--- src/rtl/rename_map_stage.sv ---
// Single-wide register rename stage: speculative/retirement map tables,
// free-list pop on allocation, free-list push on retire or squash.
module rename_map_stage #(
  parameter int NUM_AREGS = 32,
  parameter int AREG_W    = 5,
  parameter int PREG_W    = 7
) (
  input  logic              clk,
  input  logic              rst_n,
  input  logic              in_valid,
  output logic              in_ready,
  input  logic [AREG_W-1:0] in_rs1,
  input  logic [AREG_W-1:0] in_rs2,
  input  logic [AREG_W-1:0] in_rd,
  input  logic              in_rd_wen,
  output logic              out_valid,
  input  logic              out_ready,
  output logic [PREG_W-1:0] out_prs1,
  output logic [PREG_W-1:0] out_prs2,
  output logic [PREG_W-1:0] out_prd,
  output logic [PREG_W-1:0] out_old_prd,
  output logic              out_rd_wen,
  output logic              fl_r_en,
  input  logic [PREG_W-1:0] fl_preg,
  input  logic              fl_empty,
  output logic              fl_w_en,
  output logic [PREG_W-1:0] fl_preg_in,
  input  logic              fl_full,
  input  logic              ret_valid,
  output logic              ret_ready,
  input  logic              ret_squash,
  input  logic [AREG_W-1:0] ret_rd,
  input  logic [PREG_W-1:0] ret_prd,
  input  logic [PREG_W-1:0] ret_old_prd,
  input  logic              flush
);

  logic [PREG_W-1:0] srat [NUM_AREGS];
  logic [PREG_W-1:0] rrat [NUM_AREGS];

  logic alloc_p0;
  logic accept_p0;
  logic ret_fire;
  logic retire_wr;

  logic              vld_p1;
  logic [PREG_W-1:0] prs1_p1;
  logic [PREG_W-1:0] prs2_p1;
  logic [PREG_W-1:0] prd_p1;
  logic [PREG_W-1:0] old_prd_p1;
  logic              rd_wen_p1;

  // x0 is hardwired, so it never consumes a physical register.
  assign alloc_p0  = in_rd_wen && (in_rd != '0);
  assign in_ready  = rst_n && !flush && (!vld_p1 || out_ready) && (!alloc_p0 || !fl_empty);
  assign accept_p0 = in_valid && in_ready;
  assign fl_r_en   = accept_p0 && alloc_p0;

  // A request targeting x0 is consumed but frees nothing.
  assign ret_ready  = !fl_full;
  assign ret_fire   = ret_valid && ret_ready && (ret_rd != '0);
  assign retire_wr  = ret_fire && !ret_squash;
  assign fl_w_en    = ret_fire;
  assign fl_preg_in = !ret_fire ? '0 : (ret_squash ? ret_prd : ret_old_prd);

  always_ff @(posedge clk or negedge rst_n) begin
    if (!rst_n) begin
      for (int i = 0; i < NUM_AREGS; i++) begin
        srat[i] <= PREG_W'(i);
        rrat[i] <= PREG_W'(i);
      end
    end else begin
      if (retire_wr) rrat[ret_rd] <= ret_prd;
      // Flush restores committed state, including a retire landing this same edge.
      if (flush) begin
        for (int i = 0; i < NUM_AREGS; i++)
          srat[i] <= (retire_wr && (ret_rd == AREG_W'(i))) ? ret_prd : rrat[i];
      end else if (fl_r_en) begin
        srat[in_rd] <= fl_preg;
      end
    end
  end

  // ---- p0 -> p1: renamed uop output register ----
  always_ff @(posedge clk or negedge rst_n) begin
    if (!rst_n) begin
      vld_p1     <= 1'b0;
      prs1_p1    <= '0;
      prs2_p1    <= '0;
      prd_p1     <= '0;
      old_prd_p1 <= '0;
      rd_wen_p1  <= 1'b0;
    end else if (accept_p0) begin
      vld_p1     <= 1'b1;
      prs1_p1    <= srat[in_rs1];
      prs2_p1    <= srat[in_rs2];
      prd_p1     <= alloc_p0 ? fl_preg : '0;
      old_prd_p1 <= alloc_p0 ? srat[in_rd] : '0;
      rd_wen_p1  <= alloc_p0;
    end else if (flush || out_ready) begin
      vld_p1 <= 1'b0;
    end
  end

  assign out_valid   = vld_p1;
  assign out_prs1    = prs1_p1;
  assign out_prs2    = prs2_p1;
  assign out_prd     = prd_p1;
  assign out_old_prd = old_prd_p1;
  assign out_rd_wen  = rd_wen_p1;

endmodule

--- config.mk ---
export PLATFORM = sky130hd
export DESIGN_NAME = rename_map_stage
export DESIGN_NICKNAME = d
export VERILOG_FILES = /design/src/rtl/rename_map_stage.sv
export SDC_FILE = /design/constraint.sdc
export NUM_CORES = 1
export LEC_CHECK = 0
export CORE_MARGIN = 2
export CORE_UTILIZATION = 25
export DETAILED_ROUTE_END_ITERATION = 6
export GPL_TIMING_DRIVEN = 0
export SYNTH_ARGS = -nofsm -noshare
export SYNTH_HDL_FRONTEND = slang
export SYNTH_SLANG_ARGS = --single-unit
--- constraint.sdc ---
create_clock -name clk -period 2.2 [get_ports clk]
set_clock_uncertainty 0.15 [all_clocks]
set_input_delay 0.44 -clock clk [delete_from_list [all_inputs] [get_ports clk]]
set_output_delay 0.44 -clock clk [all_outputs]
set_load 0.05 [all_outputs]
==> results of run 1 <==
==> worst reg2reg max path, delay by kind of cell (launching register included) <==
family / cells / cell delay (ns)
AND/OR/NAND/NOR: 3 / 0.61
AO/OA/AOI/OAI: 1 / 0.23
buffers and inverters: 5 / 0.97
flip-flops: 1 / 0.37
==> sequential cells by signal, summed over array words and instances, names as in the netlist <==
name	flops
out_prs1	7
out_old_prd	7
out_valid	1
rrat	224
out_prs2	7
out_rd_wen	1
srat	224
out_prd	7
==> Yosys cell counts, types with 5 or more instances <==
master    number  area share [%]
dfstp_2      160              15
nand2_1       29            0.39
dfrtp_1      318              29
o31a_1         7            0.22
inv_1         11            0.15
a211oi_1     214             5.8
a22oi_1       13            0.35
mux2_2        25             1.0
clkbuf_1     261             3.5
o21ai_0      222             4.0
o22ai_1       59             1.3
mux2i_1       10            0.36
and4_1         5            0.16
nor4_1        70             1.6
a21o_1       218             5.9
nand2b_1       7            0.16
a31oi_1      217             4.9
buf_6         11            0.45
and3_1       156             3.5
nand3_1      223             4.0
or3b_2         6            0.19
buf_4          6            0.16
mux4_2       168              14
nor2_1         9            0.12
nand3b_1       6            0.16
buf_1         12            0.16
buf_2         45            0.81
a22o_1        14            0.44
nand4_1        7            0.16
or3_1         11            0.25
nor2b_1        6            0.14
==> layout make-up <==
type,count,area (um2),area share (%)
Antenna cell,2,5.00,0.0145
Clock buffer,75,1560,4.53
Multi-Input combinational cell,1755,14800,43.0
Timing Repair Buffer,152,1740,5.06
Clock inverter,27,342,0.992
Tap cell,1488,1860,5.41
Buffer,334,1930,5.59
Sequential cell,478,12200,35.3
Inverter,11,48.8,0.142
==> kinds of logic (layout without fill, tap and decap cells) <==
family,Yosys count,after routing,share of synthesized area (%)
AO/OA/AOI/OAI,979,979,23.5
buffers and inverters,350,599,5.36
multiplexers,203,203,15.0
other,0,2,0
AND/OR/NAND/NOR,573,573,12.2
flip-flops,478,478,43.9
==> worst min-delay path by stage <==
| stage | start | endpoint | slack (ns) | cells past startpoint |
|---|---|---|---|---|
| 2_1_floorplan | rst_n | out_old_prd[0] | -0.006 | 0 |
| 3_3_place_gp | rrat[218] | rrat[218] | 0.29 | 1 |
| 3_5_place_dp | rrat[219] | rrat[219] | 0.29 | 1 |
| 4_1_cts | flush | out_valid | 0.08 | 2 |
| 5_1_grt | flush | srat[217] | 0.12 | 2 |
| 6_report | flush | out_valid | 0.1 | 2 |
==> metrics by stage <==
stage               hold slack, ns  cell area (um2)
detailed placement           0.293            30700
global placement             0.291            30600
floorplan                 -0.00559            27900
finish                      0.0977            34400
global route                 0.117            34400
CTS                         0.0838            33900
==> layer usage <==
| layer | share of wire (%) | wire [um] | global-route usage [%] |
|---|---|---|---|
| met5 | 0.072 | 97 | 0.0851 |
| met4 | 5.2 | 6980 | 10.1 |
| met3 | 12 | 16400 | 6.79 |
| met2 | 43 | 58000 | 34.4 |
| met1 | 39 | 52800 | 31.0 |
==> where the power goes <==
| group | internal, uW | switching, uW |
|---|---|---|
| sequential | 9740 | 745 |
| clock | 5700 | 4170 |
| combinational | 1910 | 3040 |
| total | 17300 | 7960 |
==> timing repair <==
| action | 4_1_cts | 5_1_grt |
|---|---|---|
| cloned | 6 | 1 |
| pin swaps | 17 | 15 |
| hold buffers | 8 | 0 |
| buffers inserted | 43 | 9 |
| resized for setup | 364 | 204 |
| setup endpoints to repair | 498 | 324 |
| hold endpoints to repair | 234 | 0 |
==> metrics.cfg, run 1 <==
[worst_setup_path]
startpoint_type = flip-flop
regToRegStartpoint = out_valid
worst-path-buf-inv = 4
cpMaxStageDelayCell = dfrtp_1
cpPeakStageDelay_ns = 0.37
path_max_fanout = 3
critPathMostFrequentCell = buf_12
cp_num_cells = 7
required_ns = 1.61
r2r_end = srat[194]
criticalPathCategory = reg2out
r2r_cells = 9
r2r_slack_ns = -0.19
critPathArrivalTime_ns = 1.95
cp-end-kind = primary output
crit_start = out_valid
endpoint = fl_r_en
cp_top_family = buffers and inverters
path_cells = nand2b_1, clkbuf_8, and4_4, o31ai_4, inv_2, buf_12, buf_12

[power_and_ir_drop]
p_per_area_nw_per_um2 = 735
power.leakage_uw = 0.0149
vdd_drop_max_mv = 0.614
p_total_uw = 25300

[synth]
synth_cell_types = 60
synth_nets = 2634
ys_warn_count = 0
synthFlopType = dfrtp_1
synth-edff-count = 0
syn_area_per_cell_um2 = 10.7
synth_cells = 2583
ys_seq_elements = 478
ys_seq_area_share_pct = 43.9
syn_area_um2 = 27700
async_flop_share_pct = 100

[placement]
port_buffers = 82
pre_cts_ws_ns = -2.22
gp_congestion = 1.07
placed_cells = 4158
hpwl_um = 99100

[die]
die_h_um = 337
start_util_pct = 25.1
die_area_um2 = 113000
core_area_um2 = 110000
pin_count = 92
fp.dieW_um = 337
num_rows = 122

[global_route]
grt_start_max_net_pins = 103
track_usage_pct = 23.1
first_global_vias = 25000
overflow = 0
antenna_found_initial = 13
grt_pass1_wl_um = 188000

[finish]
fillCellCount = 11400
layout_common_cells = dfrtp_1 (318), nand3_1 (222), a21o_1 (218)
utilization_pct = 31.3
drive_gt1_share_pct = 29.1
layout_commonest_cell = dfrtp_1
area_delta_synth_final_pct = 24.4
nets = 2837
stdcell_count = 4322

[timing]
relSlewSlack_pct = 23.5
post-route-worst-setup-slack_ns = -0.345
setup-tns-final_ns = -3.99
timing.final.crit_share_pct = 116
maxSlewViolCount = 0
rsz0062_at_grt = yes
finalSetupViolCount = 35
worst_slew_pin_slew_ns = 1.14
period_needed_ns = 2.54
max_freq_mhz = 393
hold_viol = 0

[cts]
tritoncts = built
clock_path_buffers = 3
clock_latency_ns = 0.66
numCtsBuffers = 54
cts.sinks = 478
root_buffer = clkbuf_16
cts_max_level = 2
clkSlewWorstSetupHoldPaths_ns = 0.06

[route]
routed_wl_um = 134000
vias = 26300
ant_nets = 0
remaining_drc_errors = 1
routed_via_density = 6.08
drt_iter0_drc = 3734
dr.pass1.iters = 7
avgRoutedWirePerCell_um = 31.1

[status]
outcome = finished, violations left
violations = DRC, setup timing

[min_path]
hold_class = in2reg

[run]
cap_violations = 0

Power figures use the tool's default switching activity.
==> inputs of run 2 (changes only) <==
- SETUP_SLACK_MARGIN: not set -> 0.3
- clock period: 2.2 -> 2.3 ns (I/O delays scaled with it)
==> run 2 against run 1 <==
The flow finishes with violations (setup timing). Die area did not move. Design area rose by 6.4%. Critical path type unchanged. Critical endpoint unchanged. Via count rose by 1.5%. Largest cell class unchanged. Highest routed layer unchanged. Core utilization rose by 2.0 points. Register-to-register slack improved by 0.41 ns.
==> metrics.cfg, run 2 (same netlist as run 1, synthesis figures left out) <==
[min_path]
worstHoldPathCells = 2
hold_class = in2reg

[power_and_ir_drop]
p_per_area_nw_per_um2 = 664
vdd_drop_max_mv = 0.576
p_total_uw = 24300
power.leakage_uw = 0.0157

[status]
outcome = finished, violations left
violations = setup timing

[route]
avgRoutedWirePerCell_um = 30.6
vias = 26700
routed_via_density = 6.11
dr.pass1.iters = 6
remaining_drc_errors = 0
drt_iter0_drc = 3538
ant_nets = 0
routed_wl_um = 133000

[cts]
numCtsBuffers = 54
clkSlewWorstSetupHoldPaths_ns = 0.06
root_buffer = clkbuf_16
cts.sinks = 478
clock_latency_ns = 0.65
clock_path_buffers = 3
cts_max_level = 2
tritoncts = built

[die]
die_area_um2 = 113000
num_rows = 122
core_area_um2 = 110000
fp.dieW_um = 337
start_util_pct = 25.1
pin_count = 92
die_h_um = 337

[worst_setup_path]
cpMaxStageDelayCell = dfrtp_2
critPathArrivalTime_ns = 1.90
worst-path-buf-inv = 4
startpoint_type = flip-flop
required_ns = 1.69
cp_num_cells = 7
path_cells = nand2b_4, buf_8, and4_4, o31ai_4, inv_2, buf_12, buf_12
criticalPathCategory = reg2out
r2r_cells = 4
cp_top_family = buffers and inverters
path_max_fanout = 6
cp-end-kind = primary output
critPathMostFrequentCell = buf_12
cpPeakStageDelay_ns = 0.42
r2r_slack_ns = 0.22

[timing]
worst_slew_pin_slew_ns = 0.973
relSlewSlack_pct = 35.1
period_needed_ns = 2.51
rsz0062_at_grt = yes
hold_viol = 0
max_freq_mhz = 398
timing.final.crit_share_pct = 109
finalSetupViolCount = 10
maxSlewViolCount = 0
post-route-worst-setup-slack_ns = -0.211

[global_route]
grt_start_max_net_pins = 111
grt_pass1_wl_um = 187000
track_usage_pct = 22.8
overflow = 0
antenna_found_initial = 8
first_global_vias = 25600

[placement]
hpwl_um = 96700
port_buffers = 82
gp_congestion = 1.10

[finish]
area_delta_synth_final_pct = 32.4
layout_commonest_cell = dfrtp_1
utilization_pct = 33.3
reg_top3 = rrat (224), srat (224)
fillCellCount = 11100
nets = 2882
layout_common_cells = dfrtp_1 (316), a21o_1 (218), a31oi_1 (215)
drive_gt1_share_pct = 40.7

[run]
cap_violations = 0

-- run 2: routing by layer --
layer / wire (um) / GRT usage, % / share of wire (%) / vias up
met5: 97 / 0 / 0.073 / -
met2: 56700 / 33.4 / 43 / 1840
met3: 16500 / 7.10 / 12 / 382
met1: 51800 / 30.1 / 39 / 13700
met4: 8440 / 11.7 / 6.3 / 14
li1: - / - / - / 10700
-- run 2: worst paths after layout --
path,end,start
max,fl_r_en,out_valid
min,out_valid,flush
max reg2reg,out_prs1[0],srat[77]
min reg2reg,rrat[219],rrat[219]
max in group asynchronous,srat[74],rst_n
min in group asynchronous,rrat[201],rst_n
-- run 2: timing repair --
item / 4_1_cts / 5_1_grt
gates cloned: 4 / 6
hold buffers: 6 / 0
setup buffers: 58 / 34
resized for setup: 622 / 432
endpoints found under the setup margin: 504 / 453
pin swaps: 42 / 52
hold endpoints to repair: 176 / 0
-- run 2: per-stage QoR --
stage / worst slack [ns] / instances / hold slack, ns / area, um2 / setup TNS (ns)
final: -0.211 / 4367 / 0.0665 / 36700 / -1.53
after global routing: -0.265 / 4366 / 0.0968 / 36700 / -1.86
after CTS: -0.333 / 4327 / 0.0591 / 35400 / -30.27
after detailed placement: -1.69 / 4157 / 0.296 / 31500 / -506.22
after global placement: -23.57 / 4153 / 0.292 / 31400 / -
after floorplan: -0.105 / 2583 / 0.0144 / 28700 / -0.203
-- run 2: final cells by class --
| cell class | count | area, um2 | share of cell area [%] |
|---|---|---|---|
| clock buffer | 79 | 1550 | 4.22 |
| timing repair buffer | 194 | 2000 | 5.45 |
| sequential | 478 | 12200 | 33.2 |
| buffer | 337 | 2450 | 6.68 |
| clock inverter | 23 | 322 | 0.877 |
| multi-input combinational | 1755 | 16300 | 44.4 |
| antenna | 2 | 5.00 | 0.0137 |
| inverter | 11 | 52.6 | 0.143 |
| tap | 1488 | 1860 | 5.08 |
-- run 2: power breakdown --
| group | internal (uW) | switching [uW] | leakage (uW) |
|---|---|---|---|
| registers | 9320 | 757 | 0.00581 |
| clock network | 5370 | 3880 | 0.000910 |
| logic | 1980 | 3030 | 0.00901 |
| total | 16700 | 7670 | 0.0157 |
-- run 2: worst register-to-register path, stage by stage, from the launching register on --
cell and delay (ns):
dfrtp_1 0.43, mux4_2 0.52, o22ai_1 0.43, nor4_2 0.16, mux2_4 0.28
